==> config.mk <==
export PLATFORM = sky130hd
export DESIGN_NAME = wb_mtimer
export DESIGN_NICKNAME = d
export VERILOG_FILES = /design/src/rtl/wb_mtimer.sv
export SDC_FILE = /design/constraint.sdc
export NUM_CORES = 1
export LEC_CHECK = 0
export CAP_MARGIN = 20
export CORE_UTILIZATION = 51
export DETAILED_ROUTE_END_ITERATION = 10
export PLACE_DENSITY = 0.71
export SETUP_SLACK_MARGIN = 0.4
export SYNTH_ARGS = -nofsm -noshare
export SYNTH_HDL_FRONTEND = slang
export SYNTH_SLANG_ARGS = --single-unit
==> constraint.sdc <==
create_clock -name clk -period 2.8 [get_ports clk]
set_input_delay 0.28 -clock clk [delete_from_list [all_inputs] [get_ports clk]]
set_output_delay 0.28 -clock clk [all_outputs]
set_load 0.005 [all_outputs]
==> src/rtl/wb_mtimer.sv <==
// RISC-V machine timer (mtime/mtimecmp) behind a Wishbone B4 pipelined responder.
// Every accepted request gets an ack or err exactly one clock later; there are no wait states.
// The 64-bit mtime advances once every PRESCALE+1 clocks while CTRL.EN is set.
// A read of MTIME_LO snapshots the upper half of mtime, so a LO-then-HI read pair is atomic.
module wb_mtimer #(
    parameter logic [31:0] PRESCALE_RST = 32'd99,
    parameter logic        CTRL_EN_RST  = 1'b1
) (
    input  logic        clk,
    input  logic        rst,
    input  logic        wb_cyc,
    input  logic        wb_stb,
    input  logic        wb_we,
    input  logic [3:0]  wb_sel,
    input  logic [31:0] wb_adr,
    input  logic [31:0] wb_dat_i,
    output logic        wb_stall,
    output logic        wb_ack,
    output logic        wb_err,
    output logic [31:0] wb_dat_o,
    output logic        irq_timer
);

    localparam logic [2:0] OffMtimeLo    = 3'd0;
    localparam logic [2:0] OffMtimeHi    = 3'd1;
    localparam logic [2:0] OffMtimecmpLo = 3'd2;
    localparam logic [2:0] OffMtimecmpHi = 3'd3;
    localparam logic [2:0] OffPrescale   = 3'd4;
    localparam logic [2:0] OffCtrl       = 3'd5;

    logic [63:0] mtime_q, mtime_d;
    logic [63:0] mtimecmp_q, mtimecmp_d;
    logic [31:0] prescale_q, prescale_d;
    logic [31:0] presc_cnt_q, presc_cnt_d;
    logic [31:0] hi_shadow_q, hi_shadow_d;
    logic        en_q, en_d;
    logic        ack_q, ack_d;
    logic        err_q, err_d;
    logic [31:0] dat_q, dat_d;
    logic        irq_q, irq_d;

    logic        req;
    logic        mapped;
    logic        wr_any;
    logic        rd;
    logic        tick;
    logic [2:0]  off;
    logic [31:0] wmask;
    logic [31:0] rdata;

    // Address bits outside adr[4:2] are deliberately ignored.
    logic unused_adr;
    assign unused_adr = ^{wb_adr[31:5], wb_adr[1:0]};

    assign wb_stall  = 1'b0;
    assign wb_ack    = ack_q;
    assign wb_err    = err_q;
    assign wb_dat_o  = dat_q;
    assign irq_timer = irq_q;

    assign req    = wb_cyc & wb_stb;
    assign off    = wb_adr[4:2];
    assign mapped = (off <= OffCtrl);
    // A write with no byte lanes selected is acked but must not touch any state.
    assign wr_any = req & mapped & wb_we & (|wb_sel);
    assign rd     = req & mapped & ~wb_we;
    assign tick   = en_q & (presc_cnt_q == prescale_q);
    assign wmask  = {{8{wb_sel[3]}}, {8{wb_sel[2]}}, {8{wb_sel[1]}}, {8{wb_sel[0]}}};

    // Read data mux; MTIME_HI returns the snapshot taken by the last MTIME_LO read.
    always_comb begin
        rdata = 32'd0;
        case (off)
            OffMtimeLo:    rdata = mtime_q[31:0];
            OffMtimeHi:    rdata = hi_shadow_q;
            OffMtimecmpLo: rdata = mtimecmp_q[31:0];
            OffMtimecmpHi: rdata = mtimecmp_q[63:32];
            OffPrescale:   rdata = prescale_q;
            OffCtrl:       rdata = {31'd0, en_q};
            default:       rdata = 32'd0;
        endcase
    end

    // Next-state for timer registers; a bus write to mtime overrides (and drops) a tick.
    always_comb begin
        mtime_d     = mtime_q;
        mtimecmp_d  = mtimecmp_q;
        prescale_d  = prescale_q;
        presc_cnt_d = presc_cnt_q;
        en_d        = en_q;
        hi_shadow_d = hi_shadow_q;

        if (en_q) begin
            presc_cnt_d = tick ? 32'd0 : presc_cnt_q + 32'd1;
        end
        if (tick) begin
            mtime_d = mtime_q + 64'd1;
        end

        if (wr_any) begin
            case (off)
                OffMtimeLo: begin
                    mtime_d = {mtime_q[63:32], (mtime_q[31:0] & ~wmask) | (wb_dat_i & wmask)};
                end
                OffMtimeHi: begin
                    mtime_d = {(mtime_q[63:32] & ~wmask) | (wb_dat_i & wmask), mtime_q[31:0]};
                end
                OffMtimecmpLo: begin
                    mtimecmp_d[31:0] = (mtimecmp_q[31:0] & ~wmask) | (wb_dat_i & wmask);
                end
                OffMtimecmpHi: begin
                    mtimecmp_d[63:32] = (mtimecmp_q[63:32] & ~wmask) | (wb_dat_i & wmask);
                end
                OffPrescale: begin
                    prescale_d  = (prescale_q & ~wmask) | (wb_dat_i & wmask);
                    presc_cnt_d = 32'd0;
                end
                OffCtrl: begin
                    if (wb_sel[0]) begin
                        en_d = wb_dat_i[0];
                    end
                    presc_cnt_d = 32'd0;
                end
                default: ;
            endcase
        end

        if (rd && (off == OffMtimeLo)) begin
            hi_shadow_d = mtime_q[63:32];
        end
    end

    // Bus response and interrupt next-state.
    always_comb begin
        ack_d = req & mapped;
        err_d = req & ~mapped;
        dat_d = rd ? rdata : 32'd0;
        irq_d = (mtime_q >= mtimecmp_q);
    end

    // State registers with synchronous reset.
    always_ff @(posedge clk) begin
        if (rst) begin
            mtime_q     <= 64'd0;
            mtimecmp_q  <= 64'hFFFF_FFFF_FFFF_FFFF;
            prescale_q  <= PRESCALE_RST;
            presc_cnt_q <= 32'd0;
            en_q        <= CTRL_EN_RST;
            hi_shadow_q <= 32'd0;
            ack_q       <= 1'b0;
            err_q       <= 1'b0;
            dat_q       <= 32'd0;
            irq_q       <= 1'b0;
        end else begin
            mtime_q     <= mtime_d;
            mtimecmp_q  <= mtimecmp_d;
            prescale_q  <= prescale_d;
            presc_cnt_q <= presc_cnt_d;
            en_q        <= en_d;
            hi_shadow_q <= hi_shadow_d;
            ack_q       <= ack_d;
            err_q       <= err_d;
            dat_q       <= dat_d;
            irq_q       <= irq_d;
        end
    end

endmodule

==> run metrics, run 1 <==
status complete, no violations; Placeable Area 27100 sq um; Synth top area share 36.8%; Worst-Margin Slew 671 ps; Final Power 8.08 mW; Max VDD drop 0.441 mV; CP endpoint kind register; cell chosen for the clock root clkbuf_16; max-slew violation count 0; Critical Path RT 3250 ps; Max-Cap Viols 0; crit path DAT 2890 ps; Syn Nets 1889; TritonCTS clock tree done; Worst Hold Class in2reg; H-tree depth 1; CTS Sinks 260; critical path class reg2reg; DIE AREA 28400 sq um; Die X 169 um; crit path max fanout 5; fin nets 2008; Top FF cell, synth dfxtp_1; antenna violations before repair 1; DP Cell Count 2198; asr flop ratio synth 0%; Antenna Cells 0; WL/cell 20.8 um; Tmin final 2440 ps; Clock Latency Late Sink 570 ps; vias in the first global route 13000; post-route ant nets 0; TritonCTS buffer count 29; Detailed Route WL 47100 um; sequential area share after synthesis 36.8%; EDFF count, synth 0; port bufs 78; pin count of the biggest net entering global routing 39; Placement Setup Slack 37.8 ps; crit start category register; commonest cells in the netlist dfxtp_1 (260), nand2_1 (224), nor2_1 (182), a21oi_1 (124), clkbuf_1 (96); GP Congestion 0.967; mapped cell area 14100 sq um; Max clock buf depth 3; FF+latch count, synth 260; first-pass GRT wire length 73300 um; Starting Density 52.2%; Area Overhead vs Synth 21.4%; final hold vios 0; die height 169 um; Fmax achieved 409 MHz; detailed-route via count 14000; reg2reg setup slack 360 ps; post-route clock period utilization 87.2%; # DRC 0; Worst-path clk slew 70 ps; skew final 16.9 ps; most numerous cell in the Yosys netlist dfxtp_1; Core Rows 60; Rel. slew slack 55.3%; Mapped Cells 1750; top cells by area, synth dfxtp_1 (37%), nand2_1 (5.9%), ha_1 (5.8%); Pleak 7.08 nW; fillers 2334; final cell count without fillers 2262; DR vias/cell 6.21; RSZ-0062 raised after global routing yes; # IOs 109; 1st-iter DRT viols 1567; Setup TNS 0 ps; grt total ovfl 0; Avg Cell Area, Syn 8.08 sq um; Ys Warns 0; GRT Overall Usage 32.9%; Final Util 63.3%; hold buffer count at cts 0; Yosys top cell by area dfxtp_1; Pre-antenna DRT Iters 7; DP HPWL 34200 um; setup slack after layout 358 ps; share of cells above drive strength 1 14.4%; Final Setup Violations 0; P per Cell Area 471 nW/um^2; Synth cell types 73
==> critical path: stages (launching register included) <==
cell and delay, ps:
dfxtp_2 350, xnor2_2 240, nand4_1 120, buf_4 180, or2_2 360, nor4_4 320
nand3_2 180, o2111a_1 270, or3_1 300
==> cell families after synthesis <==
kind of cell / count (synthesis) / share of synthesized area (%)
xor+xnor: 80 / 4.95
fa+ha+maj: 66 / 5.84
buf+inv: 190 / 5.16
simple gates: 723 / 25.0
mux: 44 / 3.86
compound gates: 386 / 18.4
other cells: 1 / 0.0265
flops: 260 / 36.8
==> metal layers <==
metal / track usage, % / routed length [um] / share of wire (%)
met5: 0 / 0 / 0
met4: 10.4 / 1490 / 3.2
met3: 5.99 / 5010 / 11
met2: 49.9 / 20400 / 43
met1: 47.2 / 20200 / 43
==> report_power, final <==
part	switching, mW	total, mW	internal (mW)
Clock	1.58	3.74	2.17
Combinational	0.391	0.595	0.204
Sequential	0.0239	3.74	3.72
==> layout by cell type (no fill, tap or decap), drive strengths merged, types with 5 or more instances in the layout <==
| master | synthesis | routed |
|---|---|---|
| a2111oi | 6 | 6 |
| a211oi | 14 | 14 |
| a21o | 18 | 18 |
| a21oi | 124 | 124 |
| a221oi | 24 | 24 |
| a22oi | 23 | 23 |
| a311oi | 6 | 6 |
| a32oi | 6 | 6 |
| a41oi | 6 | 6 |
| and2 | 21 | 21 |
| and3 | 17 | 17 |
| and4 | 22 | 22 |
| buf | 15 | 125 |
| clkbuf | 97 | 46 |
| clkdlybuf4s50 | 0 | 75 |
| dfxtp | 260 | 260 |
| ha | 66 | 66 |
| inv | 78 | 79 |
| mux2i | 32 | 32 |
| mux4 | 8 | 8 |
| nand2 | 224 | 224 |
| nand2b | 8 | 8 |
| nand3 | 95 | 95 |
| nand4 | 46 | 46 |
| nor2 | 183 | 183 |
| nor2b | 14 | 14 |
| nor3 | 34 | 34 |
| nor3b | 5 | 5 |
| nor4 | 33 | 33 |
| o211ai | 62 | 62 |
| o21ai | 32 | 32 |
| o221ai | 10 | 10 |
| o22ai | 21 | 21 |
| o41ai | 5 | 5 |
| or2 | 6 | 6 |
| or3 | 5 | 5 |
| or4 | 5 | 5 |
| xnor2 | 29 | 29 |
| xor2 | 51 | 51 |
==> final timing paths <==
check | from | to | depth (start not counted)
setup / recovery | presc_cnt_q[28]$_SDFF_PP0_ | mtime_q[54]$_SDFFE_PP0P_ | 8
hold reg to reg | hi_shadow_q[28]$_SDFFE_PP0P_ | hi_shadow_q[28]$_SDFFE_PP0P_ | 2
hold / removal | rst | hi_shadow_q[0]$_SDFFE_PP0P_ | 2
setup reg to reg | presc_cnt_q[28]$_SDFF_PP0_ | mtime_q[54]$_SDFFE_PP0P_ | 8
==> area by class of cell <==
class	instances	area, sq um	share of cell area [%]
clock inverter	6	72.6	0.423
inverter	78	293	1.71
timing repair buffer	200	1740	10.1
clock buffer	46	850	4.95
tap	372	465	2.71
sequential	260	5240	30.5
multi-input combinational	1300	8510	49.6
==> through the flow <==
step	hold WS, ps	cell area [sq um]
floorplan	369	14100
global placement	440	15800
detailed placement	447	15800
CTS	98.8	16900
global route	125	17200
finish	105	17200
==> what timing repair did <==
action                     in CTS  in global routing
gates cloned                    0                  1
pin swaps                      14                 18
setup endpoints to repair      51                 42
gates resized for setup        43                 46
hold endpoints to repair        0                  0
buffers inserted                5                  6
(Power assumes the default switching activity.)
==> run 2, diff against run 1 <==
--- a/config.mk
+++ b/config.mk
@@ -8,8 +8,9 @@
 export CAP_MARGIN = 20
 export CORE_UTILIZATION = 51
 export DETAILED_ROUTE_END_ITERATION = 10
-export PLACE_DENSITY = 0.71
+export PLACE_DENSITY = 0.72
 export SETUP_SLACK_MARGIN = 0.4
+export SLEW_MARGIN = 10
 export SYNTH_ARGS = -nofsm -noshare
 export SYNTH_HDL_FRONTEND = slang
 export SYNTH_SLANG_ARGS = --single-unit
==> run metrics, run 2 (same netlist as run 1, synthesis figures left out) <==
status complete, no violations (unchanged); DIE AREA 28400 sq um (unchanged); TritonCTS clock tree done (unchanged); crit path DAT 2910 ps (was 2890 ps); pin count of the biggest net entering global routing 91 (was 39); register area 5260 sq um (was 5240 sq um); Multi-input gate area 8670 sq um (was 8510 sq um); port bufs 78 (unchanged); Pre-antenna DRT Iters 5 (was 7); crit start category register (unchanged); Critical Path RT 3250 ps (about the same); Placement Setup Slack -18.6 ps (was 37.8 ps); Detailed Route WL 47000 um (was 47100 um); Worst-path clk slew 60 ps (was 70 ps); # DRC 0 (unchanged); Setup TNS 0 ps (unchanged); antenna violations before repair 0 (was 1); skew final 25.6 ps (was 16.9 ps); # IOs 109 (unchanged); post-route ant nets 0 (unchanged); P per Cell Area 465 nW/um^2 (was 471 nW/um^2); most common cell after layout, fill and taps aside dfxtp_1 (unchanged); DR vias/cell 6.21 (about the same); TritonCTS buffer count 29 (unchanged); Max-Cap Viols 0 (unchanged); Max VDD drop 0.386 mV (was 0.441 mV); RSZ-0062 raised after global routing yes (unchanged); Pleak 7.24 nW (was 7.08 nW); Area Overhead vs Synth 24.6% (was 21.4%); instance area at placement 15900 sq um (was 15800 sq um); H-tree depth 1 (unchanged); Clock Latency Late Sink 580 ps (was 570 ps); DP HPWL 34100 um (was 34200 um); grt total ovfl 0 (unchanged); Core Rows 60 (unchanged); 1st-iter DRT viols 1714 (was 1567); Max clock buf depth 3 (unchanged); Fmax achieved 407 MHz (was 409 MHz); Tmin final 2460 ps (was 2440 ps); detailed-route via count 14100 (was 14000); first-pass GRT wire length 73600 um (was 73300 um); Rel. slew slack 48.7% (was 55.3%); vias in the first global route 13200 (was 13000); WL/cell 20.7 um (was 20.8 um); post-route clock period utilization 87.7% (was 87.2%); CP endpoint kind register (unchanged); most frequent cells in the layout dfxtp_1 (223), nand2_1 (222), nor2_1 (174) (was dfxtp_1 (239), nand2_1 (223), nor2_1 (179)); CTS Sinks 260 (unchanged); Antenna Cells 0 (unchanged); setup slack after layout 345 ps (was 358 ps); GP Congestion 1.01 (was 0.967); Worst-Margin Slew 768 ps (was 671 ps); final hold vios 0 (unchanged); Worst Hold Class in2reg (unchanged); Placeable Area 27100 sq um (unchanged); fillers 2284 (was 2334); Final Instance Area 17600 sq um (was 17200 sq um); Starting Density 52.2% (unchanged); Final Setup Violations 0 (unchanged); critical path class reg2reg (unchanged); die height 169 um (unchanged); crit path max fanout 4 (was 5); share of cells above drive strength 1 17.3% (was 14.4%); fin nets 2020 (was 2008); cell chosen for the clock root clkbuf_16 (unchanged); Die X 169 um (unchanged); GRT Overall Usage 33.1% (was 32.9%); max-slew violation count 0 (unchanged)
## run 2: cell types whose count changed in the layout (fill, tap and decap cells not counted), moves of 4 or more
cell,delta
clkbuf_8,+4
nor4_2,+4
nor2_1,-5
nor2_2,+4
buf_12,+8
dfxtp_2,+13
clkbuf_1,-7
buf_6,+8
dfxtp_1,-16
## run 2: timing repair
item / 4_1_cts / 5_1_grt
pin swaps: 21 / 35
hold endpoints to repair: 0 / 0
buffers inserted: 11 / 11
hold buffers: 0 / 0
gates resized for setup: 71 / 73
setup endpoints to repair: 61 / 52
## run 2: power by group
| part | internal, mW | total [mW] | switching, mW | leakage, nW |
|---|---|---|---|---|
| clock | 2.26 | 3.85 | 1.59 | 0.482 |
| sequential | 3.72 | 3.74 | 0.0235 | 2.11 |
| combinational | 0.210 | 0.601 | 0.390 | 4.65 |
| total | 6.19 | 8.20 | 2.01 | 7.24 |
## run 2: through the flow
stage | hold WS (ps) | instances | total power [mW] | utilization [%]
2_1_floorplan | 369 | 1750 | 4.10 | -
3_3_place_gp | 440 | 2200 | 4.39 | 58.7
3_5_place_dp | 448 | 2200 | 4.39 | 58.7
4_1_cts | 125 | 2264 | 8.20 | 63.6
5_1_grt | 145 | 2275 | 8.42 | 65.0
6_report | 141 | 2275 | 8.20 | 65.0
## run 2: cell type report
type / instances / area share [%]
repair buffers: 212 / 11.1
well taps: 372 / 2.64
clock buffers: 43 / 4.98
multi-input cells: 1300 / 49.2
inverters: 78 / 1.66
flip-flops and latches: 260 / 29.9
clock inverters: 10 / 0.540
## run 2: worst paths after layout
path / depth (start not counted) / endpoint / from / slack [ps]
max: 9 / mtime_q[36]$_SDFFE_PP0P_ / register / 340
min: 2 / mtime_q[1]$_SDFFE_PP0P_ / rst / 140
max reg2reg: 9 / mtime_q[36]$_SDFFE_PP0P_ / register / 340
min reg2reg: 2 / hi_shadow_q[19]$_SDFFE_PP0P_ / hi_shadow_q[19]$_SDFFE_PP0P_ / 460
## run 2: worst max-delay path, stage by stage, from the launching register on
cell	delay [ps]
dfxtp_2	330
xor2_1	160
nor4_2	300
buf_4	170
and4_4	290
nand4_1	250
buf_4	260
nor2_2	200
a211oi_1	120
a311oi_1	250
## run 2: routing by layer
| layer | up-vias | GRT usage [%] | wire [um] |
|---|---|---|---|
| li1 | 6590 | - | - |
| met1 | 6713 | 47.4 | 20500 |
| met2 | 717 | 49.9 | 20400 |
| met3 | 107 | 5.82 | 4630 |
| met4 | 0 | 11.4 | 1540 |
| met5 | - | 0 | 0 |
==> run 3, diff against run 2 <==
--- a/config.mk
+++ b/config.mk
@@ -6,9 +6,9 @@
 export NUM_CORES = 1
 export LEC_CHECK = 0
 export CAP_MARGIN = 20
-export CORE_UTILIZATION = 51
+export CORE_UTILIZATION = 40
 export DETAILED_ROUTE_END_ITERATION = 10
-export PLACE_DENSITY = 0.72
+export PLACE_DENSITY = 0.59
 export SETUP_SLACK_MARGIN = 0.4
 export SLEW_MARGIN = 10
 export SYNTH_ARGS = -nofsm -noshare
==> run metrics, run 3 (same netlist as run 1, synthesis figures left out) <==
status complete, no violations (unchanged); Area Overhead vs Synth 23.8% (was 24.6%); P_int 6.41 mW (was 6.19 mW); CP endpoint kind register (unchanged); fin nets 2008 (was 2020); skew final 13.7 ps (was 25.6 ps); final hold vios 0 (unchanged); # DRC 0 (unchanged); # IOs 109 (unchanged); Max VDD drop 0.471 mV (was 0.386 mV); GP Congestion 0.933 (was 1.01); first-pass GRT wire length 74900 um (was 73600 um); Met1 Routed Length 22200 um (was 20500 um); die height 190 um (was 169 um); fillers 3300 (was 2284); FF-to-FF path depth 9 (unchanged); Die X 190 um (was 169 um); Rel. slew slack 45.8% (was 48.7%); Setup TNS 0 ps (unchanged); Comb power frac 7.1% (was 7.3%); share of power burned in registers 44.3% (was 45.6%); max-slew violation count 0 (unchanged); post-route clock period utilization 87.7% (about the same); GRT Overall Usage 26.6% (was 33.1%); most common cell after layout, fill and taps aside dfxtp_1 (unchanged); metal3 WL 4310 um (was 4630 um); highest metal layer with signal wires met4 (unchanged); post-route ant nets 0 (unchanged); crit start category register (unchanged); Core Rows 68 (was 60); critical path class reg2reg (unchanged); Tmin final 2460 ps (about the same); CTS Sinks 260 (unchanged); reg-to-reg endpoint mtime_q[40]$_SDFFE_PP0P_ (was mtime_q[36]$_SDFFE_PP0P_); port bufs 78 (unchanged); Sw Share 24.2% (was 24.5%); antenna violations before repair 0 (unchanged); TritonCTS clock tree done (unchanged); Worst-path clk slew 70 ps (was 60 ps); Starting Density 40.8% (was 52.2%); H-tree depth 1 (unchanged); Placeable Area 34600 sq um (was 27100 sq um); WL/cell 20.7 um (about the same); Final Instance Area 17500 sq um (was 17600 sq um); instance area at placement 16000 sq um (was 15900 sq um); Detailed Route WL 48700 um (was 47000 um); grt total ovfl 0 (unchanged); Worst Hold Class in2reg (unchanged); Max clock buf depth 3 (unchanged); DIE AREA 36100 sq um (was 28400 sq um); Fmax achieved 407 MHz (about the same); Clock Latency Late Sink 570 ps (was 580 ps); 1st-iter DRT viols 1306 (was 1714); crit path max fanout 4 (unchanged); DR vias/cell 5.87 (was 6.21); most frequent cells in the layout dfxtp_1 (235), nand2_1 (222), nor2_1 (177) (was dfxtp_1 (223), nand2_1 (222), nor2_1 (174)); Max-Cap Viols 0 (unchanged); Clk network pwr share 48.7% (was 47.0%); cell chosen for the clock root clkbuf_16 (unchanged); crit path DAT 2900 ps (was 2910 ps); Worst Setup EP mtime_q[40]$_SDFFE_PP0P_ (was mtime_q[36]$_SDFFE_PP0P_); Worst-Margin Slew 814 ps (was 768 ps); Critical Path RT 3240 ps (was 3250 ps); pin count of the biggest net entering global routing 111 (was 91); TritonCTS buffer count 30 (was 29); DP HPWL 35600 um (was 34100 um); RSZ-0062 raised after global routing yes (unchanged); detailed-route via count 13800 (was 14100); vias in the first global route 12800 (was 13200); Pleak 7.16 nW (was 7.24 nW); Pre-antenna DRT Iters 6 (was 5); switching power total 2.05 mW (was 2.01 mW); share of cells above drive strength 1 15.4% (was 17.3%); met2 wire len 20700 um (was 20400 um); reg2reg setup slack 340 ps (about the same); Final Setup Violations 0 (unchanged); P per Cell Area 483 nW/um^2 (was 465 nW/um^2)
-- run 3: cell type report --
cell class                 count  area (sq um)  share of cell area (%)
clock buffer                  45           898                    5.13
inverter                      78           293                    1.67
tap                          455           569                    3.25
clock inverter                10           138                   0.786
multi-input combinational   1300          8590                    49.0
sequential                   260          5240                    29.9
timing repair buffer         199          1780                    10.2
antenna                        1          2.50                  0.0143
-- run 3: worst min-delay path by stage --
stage	slack (ps)	cells past startpoint	to	from
floorplan	370	1	wb_ack$_SDFF_PP0_	rst
global placement	440	2	hi_shadow_q[1]$_SDFFE_PP0P_	hi_shadow_q[1]$_SDFFE_PP0P_
detailed placement	450	2	hi_shadow_q[30]$_SDFFE_PP0P_	hi_shadow_q[30]$_SDFFE_PP0P_
CTS	210	3	wb_err$_SDFF_PP0_	wb_adr[3]
global route	260	3	wb_err$_SDFF_PP0_	wb_adr[3]
finish	230	3	wb_err$_SDFF_PP0_	wb_adr[3]
-- run 3: power by group through the flow --
stage / Clock [mW] / Sequential, mW / Combinational [mW]
after global routing: 4.33 / 3.75 / 0.632
final: 4.12 / 3.75 / 0.599
after detailed placement: 0 / 3.83 / 0.575
after global placement: 0 / 3.83 / 0.573
after CTS: 4.18 / 3.75 / 0.581
after floorplan: 0 / 3.82 / 0.280
-- run 3: what timing repair did --
action	in CTS	in global routing
endpoints found under the setup margin	91	50
buffers inserted	6	7
pin swaps	20	31
gates resized for setup	50	53
endpoints found under the hold margin	0	0
hold buffers	0	0
-- run 3: metal layers --
| metal | global-route usage, % | vias up |
|---|---|---|
| met5 | 0 | - |
| met4 | 7.82 | 0 |
| met3 | 4.54 | 96 |
| met2 | 40.1 | 605 |
| met1 | 38.5 | 6538 |
| li1 | - | 6553 |
-- run 3: worst max-delay path, stage by stage, from the launching register on --
cell     delay (ps)
dfxtp_4         350
xor2_1          150
nor4_1          310
buf_4           180
and4_4          300
nand4_1         230
buf_4           250
nor4_2          300
xnor2_1         170
a21oi_1          90
-- run 3: through the flow --
| step | setup slack (ps) | util [%] | cells | hold slack, ps | total power [mW] |
|---|---|---|---|---|---|
| after CTS | 385 | 49.8 | 2340 | 214 | 8.51 |
| after floorplan | 441 | - | 1750 | 369 | 4.10 |
| after detailed placement | 40.0 | 46.1 | 2279 | 448 | 4.40 |
| after global routing | 265 | 50.5 | 2347 | 262 | 8.71 |
| final | 344 | 50.5 | 2348 | 231 | 8.46 |
| after global placement | 37.9 | 46.1 | 2279 | 440 | 4.40 |
